**src/rtl/load_store_unit.sv**
```systemverilog
// load_store_unit: data-memory access stage for the RV32I core.
//
// Takes the decoded load/store strobes, funct3, the ALU effective address and
// rs2. It runs one valid/ready transaction to data memory and returns an
// aligned, extended load result. Stall is held while an access is outstanding.
//
// Ports:
//   clk_i, rst_ni          core clock, synchronous active-low reset
//   load_i, store_i        decoded load / store strobes
//   fun3_i                 funct3 (access size and signedness)
//   addr_i                 effective address
//   store_data_i           rs2 value
//   mem_req_o .. mem_wstrb_o   request to data memory (word address, lane data)
//   mem_ready_i, mem_rdata_i   memory handshake and read data
//   stall_o                hold PC / instruction
//   load_data_o            extended load result, held until the next load
//   done_o                 completion pulse
//   misaligned_o, illegal_o, bus_err_o   one-cycle exception pulses

module load_store_unit #(
    parameter int unsigned TIMEOUT = 255,
    parameter int unsigned ADDR_W  = 32
) (
    input  logic              clk_i,
    input  logic              rst_ni,
    input  logic              load_i,
    input  logic              store_i,
    input  logic [2:0]        fun3_i,
    input  logic [ADDR_W-1:0] addr_i,
    input  logic [31:0]       store_data_i,
    output logic              mem_req_o,
    output logic              mem_we_o,
    output logic [ADDR_W-1:0] mem_addr_o,
    output logic [31:0]       mem_wdata_o,
    output logic [3:0]        mem_wstrb_o,
    input  logic              mem_ready_i,
    input  logic [31:0]       mem_rdata_i,
    output logic              stall_o,
    output logic [31:0]       load_data_o,
    output logic              done_o,
    output logic              misaligned_o,
    output logic              illegal_o,
    output logic              bus_err_o
);

    localparam int unsigned CntW = (TIMEOUT > 1) ? $clog2(TIMEOUT + 1) : 1;

    typedef enum logic [1:0] {StIdle, StAccess, StDone} state_e;

    state_e              state_q;
    logic [CntW-1:0]     cnt_q;
    logic [2:0]          fun3_q;
    logic [1:0]          off_q;
    logic                mem_req_q;
    logic                mem_we_q;
    logic [ADDR_W-1:0]   mem_addr_q;
    logic [31:0]         mem_wdata_q;
    logic [3:0]          mem_wstrb_q;
    logic [31:0]         load_data_q;
    logic                done_q;
    logic                misaligned_q;
    logic                illegal_q;
    logic                bus_err_q;

    logic                op_illegal;
    logic                op_misaligned;
    logic                op_issue;
    logic [31:0]         wdata_d;
    logic [3:0]          wstrb_d;
    logic [31:0]         lane;
    logic [31:0]         ext_data;

    // Issue decode: illegal takes priority over misalignment.
    always_comb begin
        op_illegal    = 1'b0;
        op_misaligned = 1'b0;
        if (load_i && store_i) begin
            op_illegal = 1'b1;
        end else if (load_i) begin
            op_illegal = (fun3_i == 3'b011) || (fun3_i[2:1] == 2'b11);
        end else if (store_i) begin
            op_illegal = (fun3_i >= 3'b011);
        end

        case (fun3_i[1:0])
            2'b01:   op_misaligned = addr_i[0];
            2'b10:   op_misaligned = (addr_i[1:0] != 2'b00);
            default: op_misaligned = 1'b0;
        endcase
        op_misaligned = op_misaligned && (load_i || store_i) && !op_illegal;
        op_issue      = (load_i || store_i) && !op_illegal && !op_misaligned;
    end

    // Store lane replication and byte enables.
    always_comb begin
        case (fun3_i[1:0])
            2'b00: begin
                wdata_d = {4{store_data_i[7:0]}};
                wstrb_d = 4'b0001 << addr_i[1:0];
            end
            2'b01: begin
                wdata_d = {2{store_data_i[15:0]}};
                wstrb_d = 4'b0011 << {addr_i[1], 1'b0};
            end
            default: begin
                wdata_d = store_data_i;
                wstrb_d = 4'b1111;
            end
        endcase
    end

    // Load lane select and extension; word loads are aligned so the shift is 0.
    always_comb begin
        lane = mem_rdata_i >> {off_q, 3'b000};
        case (fun3_q)
            3'b000:  ext_data = {{24{lane[7]}}, lane[7:0]};
            3'b001:  ext_data = {{16{lane[15]}}, lane[15:0]};
            3'b100:  ext_data = {24'h000000, lane[7:0]};
            3'b101:  ext_data = {16'h0000, lane[15:0]};
            default: ext_data = lane;
        endcase
    end

    always_ff @(posedge clk_i) begin
        if (!rst_ni) begin
            state_q      <= StIdle;
            cnt_q        <= '0;
            fun3_q       <= 3'b000;
            off_q        <= 2'b00;
            mem_req_q    <= 1'b0;
            mem_we_q     <= 1'b0;
            mem_addr_q   <= '0;
            mem_wdata_q  <= 32'h0;
            mem_wstrb_q  <= 4'b0000;
            load_data_q  <= 32'h0;
            done_q       <= 1'b0;
            misaligned_q <= 1'b0;
            illegal_q    <= 1'b0;
            bus_err_q    <= 1'b0;
        end else begin
            done_q       <= 1'b0;
            misaligned_q <= 1'b0;
            illegal_q    <= 1'b0;
            bus_err_q    <= 1'b0;
            unique case (state_q)
                StIdle: begin
                    misaligned_q <= op_misaligned;
                    illegal_q    <= op_illegal;
                    if (op_issue) begin
                        state_q     <= StAccess;
                        cnt_q       <= '0;
                        mem_req_q   <= 1'b1;
                        mem_we_q    <= store_i;
                        mem_addr_q  <= {addr_i[ADDR_W-1:2], 2'b00};
                        mem_wdata_q <= wdata_d;
                        mem_wstrb_q <= store_i ? wstrb_d : 4'b0000;
                        fun3_q      <= fun3_i;
                        off_q       <= addr_i[1:0];
                    end
                end
                StAccess: begin
                    if (mem_req_q && mem_ready_i) begin
                        if (!mem_we_q) begin
                            load_data_q <= ext_data;
                        end
                        state_q     <= StDone;
                        done_q      <= 1'b1;
                        cnt_q       <= '0;
                        mem_req_q   <= 1'b0;
                        mem_we_q    <= 1'b0;
                        mem_wstrb_q <= 4'b0000;
                    end else if ((TIMEOUT != 0) && (32'(cnt_q) + 32'd1 == TIMEOUT)) begin
                        state_q     <= StIdle;
                        bus_err_q   <= 1'b1;
                        cnt_q       <= '0;
                        mem_req_q   <= 1'b0;
                        mem_we_q    <= 1'b0;
                        mem_wstrb_q <= 4'b0000;
                    end else begin
                        cnt_q <= cnt_q + CntW'(1);
                    end
                end
                StDone: begin
                    // PC advances at this edge; the next op is seen next cycle.
                    state_q <= StIdle;
                end
                default: begin
                    state_q <= StIdle;
                end
            endcase
        end
    end

    assign stall_o      = (state_q == StAccess) || ((state_q == StIdle) && op_issue);
    assign mem_req_o    = mem_req_q;
    assign mem_we_o     = mem_we_q;
    assign mem_addr_o   = mem_addr_q;
    assign mem_wdata_o  = mem_wdata_q;
    assign mem_wstrb_o  = mem_wstrb_q;
    assign load_data_o  = load_data_q;
    assign done_o       = done_q;
    assign misaligned_o = misaligned_q;
    assign illegal_o    = illegal_q;
    assign bus_err_o    = bus_err_q;

endmodule

```
**config.mk**
```make
export PLATFORM = sky130hd
export DESIGN_NAME = load_store_unit
export DESIGN_NICKNAME = d
export VERILOG_FILES = /design/src/rtl/load_store_unit.sv
export SDC_FILE = /design/constraint.sdc
export NUM_CORES = 1
export LEC_CHECK = 0
export CORE_ASPECT_RATIO = 1.5
export CORE_MARGIN = 2
export CORE_UTILIZATION = 44
export CTS_BUF_LIST = sky130_fd_sc_hd__clkbuf_16
export DETAILED_ROUTE_END_ITERATION = 8
export GPL_TIMING_DRIVEN = 0
export HOLD_SLACK_MARGIN = 0.08
export PLACE_DENSITY = 0.81
export SYNTH_ARGS = -nofsm -noshare
export SYNTH_HDL_FRONTEND = slang
export SYNTH_SLANG_ARGS = --single-unit
```
**constraint.sdc**
```tcl
create_clock -name clk_i -period 2.8 [get_ports clk_i]
set_input_delay 0.56 -clock clk_i [delete_from_list [all_inputs] [get_ports clk_i]]
set_output_delay 0.56 -clock clk_i [all_outputs]
set_load 0.02 [all_outputs]
```
# After elaboration in Yosys (flattened, before gate mapping)
# Cells that the tools add are included.
# word_totals
ff_bits	119
elab_cells	87
# classes
reduce_logical	25
eq_ne	11
n_mux	28
order_cmp	1
shift	3
add_sub_neg	2
bitwise	3
# op_table
cell	count
one-hot mux 32 bit (4 select lines)	1
one-hot mux 32 bit (2 select lines)	1
right shift 32 x 5 -> 32 bit	1
two-way mux 8 bit	3
two-way mux 4 bit	4
one-hot mux 4 bit (2 select lines)	2
one-hot mux 8 bit (2 select lines)	1
AND reduction 2 bit	5
adder 8 x 1 -> 9 bit, second input constant	1
equality test 9 x 8 -> 1 bit, second input constant	1
two-way mux 1 bit	9
adder 8 x 1 -> 8 bit, second input constant	1
logical AND 1 bit	7
equality test 3 bit, second input constant	2
two-way mux 2 bit	3
one-hot mux 1 bit (2 select lines)	3
AND reduction 3 bit	2
equality test 2 x 1 -> 1 bit, second input constant	2
equality test 2 bit, second input constant	2
zero test 2 bit	2
one-hot mux 2 bit (2 select lines)	1
nonzero test 2 bit	2
<< shifter 1 x 2 -> 4 bit, first input constant	1
<< shifter 2 x 2 -> 4 bit, first input constant	1
10 further kinds	15

# Logic depth before layout (Yosys ltp)
# Gate-level depths: netlist of the first run.
# logic_depth
ltp_word	10
ltp_mapped	10
depth_no_buf	7

# Worst setup path before layout of the first run
# Ideal clock, no wire load.
# synth_timing
kind	input-to-output
startpoint	input fun3_i[0]
endpoint	output stall_o
required_ns	2.240
arrival_time_ns	1.921
path_buffers	1
cell_stages	6
slack_ns	0.319
cell_sequence	ha_1 -> or4b_4 -> a21oi_4 -> o211ai_1 -> buf_2 -> nand2_1
# synth_via
elab_chain_len	10
word_cells_on_any_way	17
# synth_lines
element	line	source
start, declared	28	input logic [2:0] fun3_i,
>= comparator 3 x 2 -> 1 bit or equality test 3 x 2 -> 1 bit (tied branches)	82, 80	
two-way mux 1 bit or logical OR 1 bit (tied branches)	81, 80	
two-way mux 1 bit	79	end else if (load_i) begin
two-way mux 1 bit	77	if (load_i && store_i) begin
zero test 1 bit	90, 91	
logical AND 1 bit	90	op_misaligned = op_misaligned && (load_i || store_i) && !op_illegal;
zero test 1 bit	91	op_issue = (load_i || store_i) && !op_illegal && !op_misaligned;
logical AND 1 bit (*)	91	
logical AND 1 bit (*)	194	assign stall_o = (state_q == StAccess) || ((state_q == StIdle) && op_issue);
logical OR 1 bit (*)	194	
end, declared	38	output logic stall_o,
# Mark *: on every way between the ends. The rest lies on a longest branch, timed or not.

# Final worst setup path of the first run
# layout_timing
startpoint	input fun3_i[2]
endpoint	output stall_o
# layout_via
elab_chain_len	10
word_cells_on_any_way	14
# layout_lines
element	line	source
>= comparator 3 x 2 -> 1 bit (tied with other cells)	82	op_illegal = (fun3_i >= 3'b011);
two-way mux 1 bit or logical OR 1 bit (tied branches)	81, 80	
two-way mux 1 bit (*)	79	
two-way mux 1 bit (*)	77	
zero test 1 bit (*)	90, 91	
logical AND 1 bit	90	
zero test 1 bit	91	
logical AND 1 bit (*)	91	
logical AND 1 bit (*)	194	
logical OR 1 bit (*)	194	
# Marked as above.

==> results of run 1 <==
## power breakdown
part           switching, mW  internal, mW
Sequential            0.0478          1.78
Combinational          0.468         0.405
Clock                  0.793          1.11
## area by class of cell
cell class / count / area, sq um / area share, %
tap: 153 / 191 / 2.37
buffer: 53 / 230 / 2.85
timing repair buffer: 210 / 2080 / 25.7
inverter: 9 / 33.8 / 0.418
multi-input combinational: 474 / 2650 / 32.8
sequential: 119 / 2380 / 29.5
clock inverter: 15 / 91.3 / 1.13
clock buffer: 17 / 425 / 5.26
## worst max-delay path, stage by stage
cell and delay [ns]:
dlygate4sd2_1 0.31, or4b_4 0.57, a21oi_4 0.14, o211ai_1 0.14, buf_4 0.17, nand2_1 0.08, buf_6 0.13
## state kept, by name, indices dropped and copies added, names as in the netlist
register	count
misaligned_o	1
mem_req_o	1
mem_addr_o	30
fun3_q	3
done_o	1
off_q	2
cnt_q	8
mem_wdata_o	32
load_data_o	32
bus_err_o	1
mem_we_o	1
illegal_o	1
mem_wstrb_o	4
state_q	2
## worst max path at each step
stage	startpoint	to
final	fun3_i[2]	stall_o
after global routing	fun3_i[2]	stall_o
after detailed placement	fun3_i[1]	stall_o
after global placement	fun3_i[1]	stall_o
after CTS	fun3_i[0]	stall_o
after floorplan	fun3_i[0]	stall_o
## cell families after synthesis
group | count (synthesis) | synth area share (%)
compound gates | 201 | 23.8
xor+xnor | 1 | 0.166
fa+ha+maj | 6 | 1.42
buf+inv | 63 | 5.03
flops | 119 | 45.2
mux | 26 | 5.11
other cells | 1 | 0.0712
simple gates | 238 | 19.1
## synthesized netlist by cell type, types with 2 or more instances
master and number:
nand2_1 141, dfxtp_1 119, a21oi_1 87, nor2_1 45
o21ai_0 44, clkbuf_1 36, mux2i_1 19, a211oi_1 16
nand3_1 14, nor3_1 14, buf_2 11, o211ai_1 11
a22o_1 8, a311oi_1 8, inv_1 8, o221a_2 8
mux2_2 7, ha_1 6, nand4_1 5, nor2b_1 5
buf_4 4, a31oi_1 3, buf_1 3, o22ai_1 3
nand2b_1 2, nand3b_1 2, nor3b_1 2, or3_1 2
or4b_4 2
## what timing repair did
action | 4_1_cts | 5_1_grt
endpoints found under the setup margin | 51 | 1
pin swaps | 2 | 1
buffers inserted | 3 | 0
resized for setup | 14 | 8
## placed cells by master, fill, tap and decap left out, drive strengths merged, types with 14 or more instances in the layout
cell	Yosys	final
nor3	14	14
clkdlybuf4s50	0	201
nand3	14	14
mux2i	19	19
nand2	141	141
a211oi	16	16
dfxtp	119	119
o21ai	44	44
nor2	45	45
buf	18	23
a21oi	88	88
clkbuf	36	53
## metal layers
| metal | wire length [microns] | share of wire [%] | vias up | global-route usage, % |
|---|---|---|---|---|
| li1 | - | - | 2761 | - |
| met1 | 6600 | 37 | 2642 | 28.7 |
| met2 | 9090 | 52 | 217 | 47.4 |
| met3 | 1450 | 8.3 | 38 | 9.86 |
| met4 | 459 | 2.6 | 0 | 11.5 |
| met5 | 0 | 0 | - | 0 |
==> flow_summary.ini, run 1 <==
[status]
outcome = finished, final reports clean

[cells_and_area]
n_antenna_cell = 0
nFillCells = 974
instances_no_fill = 1050
post_synthesis_to_final_layout_area_growth_pct = 53.5
postLayoutCellArea_sq_mm = 0.00809
share_of_the_core_filled_with_cells_in_the_final_layout_pct = 68.3
final_layout_size_suffix_gt1_share_pct = 8.25
final_nets = 994

[routing]
detail-route-antenna-nets = 0
detail_route.first_pass.iterations = 5
detail_route.iter0.violations = 306
drt-wirelength-per-cell_microns = 16.8
drc_errors = 0
drt_wl_total_mm = 17.6
route.vias.total = 5658
routed_via_density = 5.39

[synth]
seq_area_frac_synth_pct = 45.2
yosys.area.top_type = dfxtp_1
yosys_warnings = 0
fraction_of_post_synthesis_cell_area_in_the_top_cell_type_by_area_pct = 45.2
syn_avg_cell_area_sq_um = 8.04
yosysUniqueCellTypes = 49
ys_async_sr_fraction_pct = 0
synth_edf_count = 0
ys_ff_latch = 119
synth_area_leaders = dfxtp_1 45%, nand2_1 10%, a21oi_1 8.3%
syn_inst = 655
synthFlopType = dfxtp_1
post_synth_instance_area_sq_mm = 0.00527

[timing]
post-route-min-period_ns = 2.66
grt_setup_unrepaired = false
whs_ns = 0.452
hold_viol_final = 0
finalCritPeriodShare_pct = 95.2
setup_viol = 0
timing_max_transition_violations_final = 0
slew-limit-headroom_pct = 39.8
setup_ws_ns = 0.135
final.setup.tns_ns = 0
timing.clock.skew_ns = 0.0105
tightestPinTransition_ns = 0.896
fmax_ghz = 0.375

[global_route]
grt_pass1_wl_mm = 27.5
overflow = 0
grt_util_all_layers_pct = 27.1
via_count_of_the_first_global_routing_pass = 5545
grt_max_degree = 17
antenna_found_initial = 0

[cts]
worstSkewPairLatency_ns = 0.42
clock_sink_count = 119
tritoncts = yes
ctsHtreeMaxLevel = 4
hold_buffers = 0
clockRootBuffer = clkbuf_16
number_of_buffers_created_by_cts = 17
clkSlewWorstSetupHoldPaths_ns = 0.06
max-clock-path-buffers = 2

[placed_design]
gpl.final_weighted_congestion = 0.893
dpl-instance-area_sq_mm = 0.00754
setup_slack_after_placement_ns = -1.03
dp_cells = 1016
hpwlAfterDp_mm = 13.1
numPortBuffers = 207

[setup_path]
regToRegStartpoint = cnt_q[1]
destination_of_the_worst_register_to_register_timing_path = cnt_q[2]
endpoint_kind = output pin
cp_data_arrival_time_ns = 2.10
rr_worst_depth = 7
worst-endpoint-required_ns = 2.24
cp-start-kind = input pin
critical_path_peak_fanout = 6
worst-r2r-setup-slack_ns = 0.60
worstSetupPathType = input pin to output pin

[floorplanning]
num_io_pins = 211
start_util_pct = 44.5
die_height_microns = 138
placement_rows = 49
fp.dieW_microns = 93.3
dieArea_sq_mm = 0.0129
placeableCoreArea_sq_mm = 0.0118

[min_path]
worst_hold_path.num_cells = 2
hold_path.startpoint = mem_addr_o[15]
timing.hold.worst_endpoint = mem_addr_o[15]
hold_class = flip-flop to flip-flop

[power_and_ir_drop]
power.total_mw = 4.60
power.density_cell_area_mw_per_mm2 = 569
peak_supply_drop_v = 0.000450
leak_pwr_nw = 2.84

[flow_run]
drv.max_cap_violation_count = 0
(Power assumes the default switching activity.)
==> run 2: changes to the inputs <==
--- a/config.mk
+++ b/config.mk
@@ -6,7 +6,7 @@
 export NUM_CORES = 1
 export LEC_CHECK = 0
 export CORE_ASPECT_RATIO = 1.5
-export CORE_MARGIN = 2
+export CORE_MARGIN = 1.5
 export CORE_UTILIZATION = 44
 export CTS_BUF_LIST = sky130_fd_sc_hd__clkbuf_16
 export DETAILED_ROUTE_END_ITERATION = 8
==> constraint.sdc (replaced) <==
create_clock -name clk_i -period 2.6 [get_ports clk_i]
set_input_delay 0.52 -clock clk_i [delete_from_list [all_inputs] [get_ports clk_i]]
set_output_delay 0.52 -clock clk_i [all_outputs]
set_load 0.02 [all_outputs]
==> flow_summary.ini, run 2 (synthesis results as in run 1) <==
[cts]
ctsHtreeMaxLevel = 4
clkSlewWorstSetupHoldPaths_ns = 0.06
clockRootBuffer = clkbuf_16
number_of_buffers_created_by_cts = 17
max-clock-path-buffers = 2
worstSkewPairLatency_ns = 0.41
clock_sink_count = 119
tritoncts = yes

[cells_and_area]
most-common-layout-cells = 201 x clkdlybuf4s50_1, 141 x nand2_1, 119 x dfxtp_1
post_synthesis_to_final_layout_area_growth_pct = 56.9
final_layout_size_suffix_gt1_share_pct = 8.47
n_antenna_cell = 0
final_nets = 994
final_common_cell = clkdlybuf4s50_1
nFillCells = 852

[routing]
drt_wl_total_mm = 18.7
detail_route.iter0.violations = 335
drc_errors = 0
detail_route.first_pass.iterations = 5
routed_via_density = 5.57
route.vias.total = 5832
detail-route-antenna-nets = 0
drt-wirelength-per-cell_microns = 17.9

[setup_path]
worstSetupPathType = input pin to output pin
cp-start-kind = input pin
worst-r2r-setup-slack_ns = 0.35
regToRegStartpoint = off_q[1]
endpoint_kind = output pin
cp_data_arrival_time_ns = 1.98
worst-endpoint-required_ns = 2.08
destination_of_the_worst_register_to_register_timing_path = load_data_o[17]
critical_path_peak_fanout = 6
rr_worst_depth = 7

[power_and_ir_drop]
power.total_mw = 5.75
power.share.combinational_pct = 16.5
switchingPower_mw = 1.42
leak_pwr_nw = 2.93
power.density_cell_area_mw_per_mm2 = 696
clockPowerShare_pct = 49.2
power.share.switching_pct = 24.7
seq_power_share_pct = 34.3
peak_supply_drop_v = 0.000482
internal_pwr_total_mw = 4.33

[floorplanning]
placement_rows = 48
dieArea_sq_mm = 0.0127
die_height_microns = 137
start_util_pct = 45.5
placeableCoreArea_sq_mm = 0.0116
fp.dieW_microns = 92.3
num_io_pins = 211

[min_path]
timing.hold.worst_endpoint = fun3_q[2]
hold_class = input pin to flip-flop
hold_path.startpoint = fun3_i[2]
worst_hold_path.num_cells = 3

[global_route]
grt_max_degree = 17
via_count_of_the_first_global_routing_pass = 5821
grt_pass1_wl_mm = 28.2
grt_util_all_layers_pct = 28.8
overflow = 0
antenna_found_initial = 0

[timing]
final.setup.tns_ns = 0
grt_setup_unrepaired = false
tightestPinTransition_ns = 0.862
hold_viol_final = 0
timing_max_transition_violations_final = 0
setup_viol = 0
slew-limit-headroom_pct = 42.1
finalCritPeriodShare_pct = 96.1
timing.clock.skew_ns = 0.00721
fmax_ghz = 0.400
post-route-min-period_ns = 2.50

[status]
outcome = finished, final reports clean

[placed_design]
hpwlAfterDp_mm = 13.8
gpl.final_weighted_congestion = 0.956
numPortBuffers = 207

[flow_run]
drv.max_cap_violation_count = 0
==> run 2: changes by cell type in the layout (fill, tap and decap cells not counted), sizes merged <==
| cell | before | now |
|---|---|---|
| bufinv | 0 | 8 |
| clkinv | 10 | 6 |
| clkinvlp | 5 | 2 |
| dlygate4sd2 | 3 | 1 |
| buf | 23 | 24 |
| clkbuf | 53 | 54 |
| inv | 9 | 8 |
==> run 2: cell type report <==
cell class / instances / area, sq um / area share [%]
multi-input combinational: 474 / 2650 / 32.1
timing repair buffer: 210 / 2070 / 25.1
clock buffer: 17 / 425 / 5.15
clock inverter: 15 / 280 / 3.39
tap: 150 / 188 / 2.27
buffer: 53 / 230 / 2.79
sequential: 119 / 2380 / 28.8
inverter: 9 / 33.8 / 0.409
==> run 2: how the worst max path moves through the flow <==
stage	from	to	slack, ns	depth (start not counted)
after floorplan	fun3_i[0]	stall_o	0.20	6
after CTS	fun3_i[0]	stall_o	0.002	8
after global routing	addr_i[1]	stall_o	0.009	7
after detailed placement	fun3_i[1]	stall_o	-1.14	10
after global placement	fun3_i[1]	stall_o	-1.08	10
final	fun3_i[1]	stall_o	0.10	8
==> run 2: power by group through the flow <==
| stage | logic, mW | registers (mW) | clock network (mW) |
|---|---|---|---|
| 2_1_floorplan | 0.356 | 2.10 | 0 |
| 3_3_place_gp | 0.908 | 2.00 | 0 |
| 3_5_place_dp | 0.926 | 2.01 | 0 |
| 4_1_cts | 0.941 | 1.97 | 2.84 |
| 5_1_grt | 1.01 | 1.98 | 2.93 |
| 6_report | 0.947 | 1.97 | 2.83 |
==> run 2: metrics by stage <==
step                      instances  worst slack, ns  hold WS (ns)  util (%)  instance area, sq um
after floorplan                 656            0.199         0.461         -                  5270
after global placement         1013            -1.08         0.442      65.0                  7530
after detailed placement       1013            -1.14         0.447      65.0                  7530
after CTS                      1047          0.00170         0.435      71.3                  8270
after global routing           1047          0.00889         0.436      71.3                  8260
final                          1047            0.100         0.426      71.3                  8260
==> run 2: timing repair <==
action	CTS	global route
cloned	0	0
pin swaps	3	0
endpoints found under the setup margin	51	1
hold buffers	0	0
gates resized for setup	21	7
setup buffers	3	0
==> run 2: per-layer routing <==
| layer | share of wire [%] | track usage [%] |
|---|---|---|
| met5 | 0 | 0 |
| met4 | 4.4 | 16.3 |
| met3 | 8.9 | 9.11 |
| met2 | 52 | 52.7 |
| met1 | 35 | 28.2 |
==> run 2: critical path, cell delays in order <==
cell	delay (ns)
buf_2	0.16
ha_4	0.18
or4b_4	0.49
a21oi_4	0.14
o211ai_1	0.11
buf_4	0.16
nand2_1	0.08
buf_6	0.14
==> patch 1, RTL diff (flow settings as in run 1) <==
The 3 states of `state_e` get a one-hot encoding in 3 bits.
--- a/src/rtl/load_store_unit.sv
+++ b/src/rtl/load_store_unit.sv
@@ -45,7 +45,7 @@
 
     localparam int unsigned CntW = (TIMEOUT > 1) ? $clog2(TIMEOUT + 1) : 1;
 
-    typedef enum logic [1:0] {StIdle, StAccess, StDone} state_e;
+    typedef enum logic [2:0] {StIdle = 3'b001, StAccess = 3'b010, StDone = 3'b100} state_e;
 
     state_e              state_q;
     logic [CntW-1:0]     cnt_q;
Formal check against the unedited RTL: no difference found for any inputs over 4 cycles, from zero or initial values and one cycle with rst_ni low; so few cycles prove little.
==> patch 1 against run 1 <==
Wire length up 3.6%. Sequential cell count is 1 higher. Final area up 3.0%. Setup slack gained 98 ps. Combinational power increased by 7.0%. Area after synthesis grew 5.0%. Sequential share of layout area decreased by 0.61 points. Total power rose by 2.6%. Via count grew 2.3%. Critical endpoint unchanged.
==> patch 1: results (changes against run 1) <==
outcome finished clean; VDD IR max 0.462 mV (+2.6%); hold path start mem_wdata_o[6]$_SDFFE_PN0P_; total global-route track usage 26.8% (-0.30 points); fin nets 988 (-0.60%); CP top delay family buffers and inverters; Hold Path Class register to register; worst-margin pin slew 736 ps (-161 ps); max incr delay on CP 330 ps (-240 ps); clock-pin slew on the worst setup and hold paths 50 ps; number of distinct library cells after synthesis 49 (unchanged); Synth Flop Type dfxtp_1; H-tree depth 4 (unchanged); flop2flop setup slack 650 ps (+50 ps); first-pass GRT wire length 28200 µm (+2.7%); fraction of layout cells with a size suffix above 1 7.87% (-0.38 points); synthesis warning total 0 (unchanged); sequential power share 39.5% (-0.2 points); pre-CTS setup slack -671 ps (+359 ps); clock latency on the worst-skew pair between 400 and 500 ps; routability cong. 0.883 (-1.1%); Static Leak 3.21 nW (+13%); port bufs 207 (unchanged); synth top area cells dfxtp_1 (43%), nand2_1 (11%), a21boi_0 (5.6%), o211a_1 (4.5%), o21ai_0 (3.9%); clock distribution power 1.92 mW; worst hold endpoint mem_wdata_o[6]$_SDFFE_PN0P_; dpl hpwl 13900 µm (+6.2%); clk root buf clkbuf_16; Arrival @ worst endpoint 2010 ps (-90 ps); reg-to-reg endpoint cnt_q[7]$_SDFFE_PN0P_; sequential share of the synthesized area 43.4% (-1.8 points); R2R depth 6 (-1); worst-case clock skew 6.87 ps (-3.68 ps); WL/cell 17.4 µm (+4.1%); Via Count 5789 (+2.3%); Post-synth top cells nand2_1 (155), dfxtp_1 (120), o21ai_0 (43); 1st-iter DRT viols 338 (+10%); TritonRoute pass-1 iters 6 (+1); Sw Ratio 27.3% (-1.1 points); RR Startpoint cnt_q[1]$_SDFFE_PN0P_; Max stage delay cell, worst path dlygate4sd2_1
patch 1: stage by stage:
stage	total power, mW	util (%)	cells	cell area, µm²	hold slack, ps
2_1_floorplan	2.36	-	651	5540	466
3_3_place_gp	2.80	63.0	1014	7800	442
5_1_grt	4.88	67.2	1045	8330	473
4_1_cts	4.74	67.2	1045	8330	458
3_5_place_dp	2.82	63.0	1014	7800	451
6_report	4.72	67.2	1045	8330	457
patch 1: final cells by class:
cell class / count / area [µm²]
flip-flops and latches: 120 / 2400
clock inverters: 13 / 92.6
well taps: 156 / 195
multi-input cells: 472 / 2880
repair buffers: 208 / 2070
fillers: 983 / 4060
plain buffers: 53 / 235
inverters: 6 / 22.5
clock buffers: 17 / 425
patch 1: per-layer routing:
| layer | GRT usage, % | vias to the layer above | routed length (µm) |
|---|---|---|---|
| li1 | - | 2753 | - |
| met1 | 27.2 | 2689 | 6600 |
| met2 | 48.6 | 279 | 9550 |
| met3 | 6.96 | 68 | 1200 |
| met4 | 14.4 | 0 | 876 |
| met5 | 0 | - | 0 |
patch 1: worst max-delay path by stage:
stage	start	end	slack, ps	depth (start not counted)
after detailed placement	fun3_i[1]	stall_o	-670	7
final	fun3_i[1]	stall_o	230	7
after floorplan	fun3_i[0]	mem_we_o$_SDFFE_PN0P_	730	7
after global placement	fun3_i[1]	stall_o	-560	7
after global routing	fun3_i[1]	stall_o	100	7
after CTS	fun3_i[1]	stall_o	220	7
patch 1: repair_timing:
action,in CTS,in global routing
setup endpoints to repair,1,0
hold endpoints to repair,0,0
setup buffers,1,0
hold buffers,0,0
resized for setup,7,0
patch 1: kinds of logic after synthesis:
kind of cell / synth area share [%]
and+or+nand+nor: 17.6
AOI/OAI and AO/OA: 27.9
DFF: 43.4
buffers and inverters: 4.66
muxes: 5.04
adders and majority gates: 1.36
other: 0.0678
==> patch 2, RTL diff (config.mk and constraints of run 1) <==
Made on the original files. The parameter `TIMEOUT` goes from 255 to 510.
--- a/src/rtl/load_store_unit.sv
+++ b/src/rtl/load_store_unit.sv
@@ -18,7 +18,7 @@
 //   misaligned_o, illegal_o, bus_err_o   one-cycle exception pulses
 
 module load_store_unit #(
-    parameter int unsigned TIMEOUT = 255,
+    parameter int unsigned TIMEOUT = 510,
     parameter int unsigned ADDR_W  = 32
 ) (
     input  logic              clk_i,
Check against the original RTL: no difference found for any inputs over 4 cycles, from zero or initial values and one cycle with rst_ni low; that may be too few to reach the edited logic, so the function may still have changed.
==> patch 2 against run 1 <==
Count of clock-buffer cells in the layout unchanged. Non-clock buffer count is 1 higher. Area after synthesis up 2.9%. Total power rose by 1.8%. Combinational power is 0.9% lower. Setup slack worse by 67 ps. Register-to-register slack got worse by 230 ps. Sequential cell count up 1. Wire length is 3.0% higher. Final area grew 2.4%. Clock skew fell by 2.8 ps. Critical path type unchanged. Critical endpoint unchanged. Largest power group unchanged.
==> patch 2: results (changes against run 1) <==
clock-pin slew on the worst setup and hold paths 50 ps; 1st-iter DRT viols 341 (+11%); power share of the combinational group 18.5% (-0.5 points); Placement Cell Area 0.00769 mm² (+2.0%); Post-synth top cells nand2_1 (138), dfxtp_1 (120), a21oi_1 (83); Worst Path Required 2240 ps (about the same); initial antenna violation count 0 (unchanged); number of distinct library cells after synthesis 48 (-2.0%); pin count of the biggest net entering global routing 17 (unchanged); VDD IR max 0.412 mV (-8.5%); Sw Ratio 27.5% (-0.91 points); CP top delay family compound AO/OA/AOI/OAI gates; fin nets 1006 (+1.2%); worst-case clock skew 7.74 ps (-2.80 ps); final hold slack 451 ps (-1.37 ps); Hold Path Class register to register; crit path to stall_o; Via Count 5862 (+3.6%); R2R depth 6 (-1); CTS Hold Bufs 0 (unchanged); post-CTS setup buffers 0 (-3); post-CTS sizing 17 (+3); Static Leak 2.89 nW (+1.6%); first-pass GRT wire length 27900 µm (+1.7%); clock latency on the worst-skew pair approximately 410 ps; max_slew headroom 39.0% (-0.81 points); Crit Path Max Fanout 10 (+4); Setup crit start fun3_i[1]; diode count 0 (unchanged); dpl hpwl 13500 µm (+2.8%); synthesis warning total 0 (unchanged); H-tree depth 4 (unchanged); hold path start mem_addr_o[18]$_SDFFE_PN0P_; reg-to-reg endpoint mem_wstrb_o[3]$_SDFFE_PN0P_; vias in the first global route 5595 (+0.90%); fraction of layout cells with a size suffix above 1 7.92% (-0.33 points); max incr delay on CP 270 ps (-300 ps); sequential share of the synthesized area 44.3% (-0.90 points); TritonRoute pass-1 iters 5 (unchanged); routability cong. 0.886 (-0.83%); Total Wirelength 18100 µm (+3.0%); outcome finished clean; clock distribution power 1.98 mW (+4%); Arrival @ worst endpoint 2170 ps (+70 ps); flop2flop setup slack 370 ps (-230 ps); Num CTS Buffers 17 (unchanged); total global-route track usage 27.1% (about the same); RR Startpoint cnt_q[0]$_SDFFE_PN0P_; Max stage delay cell, worst path a211o_1; total power 4.69 mW (+1.8%); pre-CTS setup slack -800 ps (+230 ps); clk buf depth 2 (unchanged); synth top area cells dfxtp_1 (44%), nand2_1 (9.6%), a21oi_1 (7.7%), o21ai_0 (4.2%), mux2i_1 (3.7%)
patch 2: logic make-up after synthesis:
family | after synthesis | share of synthesized area [%]
buffers and inverters | 65 | 5.01
multiplexers | 28 | 5.35
XOR/XNOR | 3 | 0.485
flip-flops | 120 | 44.3
other | 1 | 0.0692
AO/OA/AOI/OAI | 213 | 25.1
AND/OR/NAND/NOR | 231 | 18.3
adder cells (fa/ha/maj) | 6 | 1.38
patch 2: area by class of cell:
cell class	count	area, µm²
tap	153	191
buffer	55	240
fill	1016	3730
clock inverter	15	113
clock buffer	17	425
multi-input combinational	483	2780
sequential	120	2400
inverter	10	37.5
timing repair buffer	209	2090
patch 2: stage by stage:
step	setup TNS [ps]	cells	utilization [%]
floorplan	0	668	-
global placement	-25400	1028	64.0
detailed placement	-26420	1028	64.0
CTS	0	1060	68.7
global route	-29.3	1062	68.9
finish	0	1062	68.9
patch 2: layer usage:
| layer | global-route usage, % | vias to the layer above | wire (µm) |
|---|---|---|---|
| li1 | - | 2839 | - |
| met1 | 30.0 | 2728 | 6780 |
| met2 | 46.4 | 241 | 9340 |
| met3 | 6.99 | 54 | 1160 |
| met4 | 14.6 | 0 | 844 |
| met5 | 0 | - | 0 |
patch 2: tightest hold or removal path, delay by kind of cell, from the launching register on:
family | cells | cell delay (ps)
flops | 1 | 300
simple gates | 1 | 50
compound gates | 1 | 50
patch 2: worst min-delay path by stage:
stage | end | cells after the start
2_1_floorplan | fun3_q[2]$_SDFFE_PN0P_ | 2
3_3_place_gp | mem_addr_o[12]$_SDFFE_PN0P_ | 2
3_5_place_dp | mem_addr_o[18]$_SDFFE_PN0P_ | 2
4_1_cts | mem_addr_o[18]$_SDFFE_PN0P_ | 2
5_1_grt | fun3_q[0]$_SDFFE_PN0P_ | 3
6_report | mem_addr_o[18]$_SDFFE_PN0P_ | 2
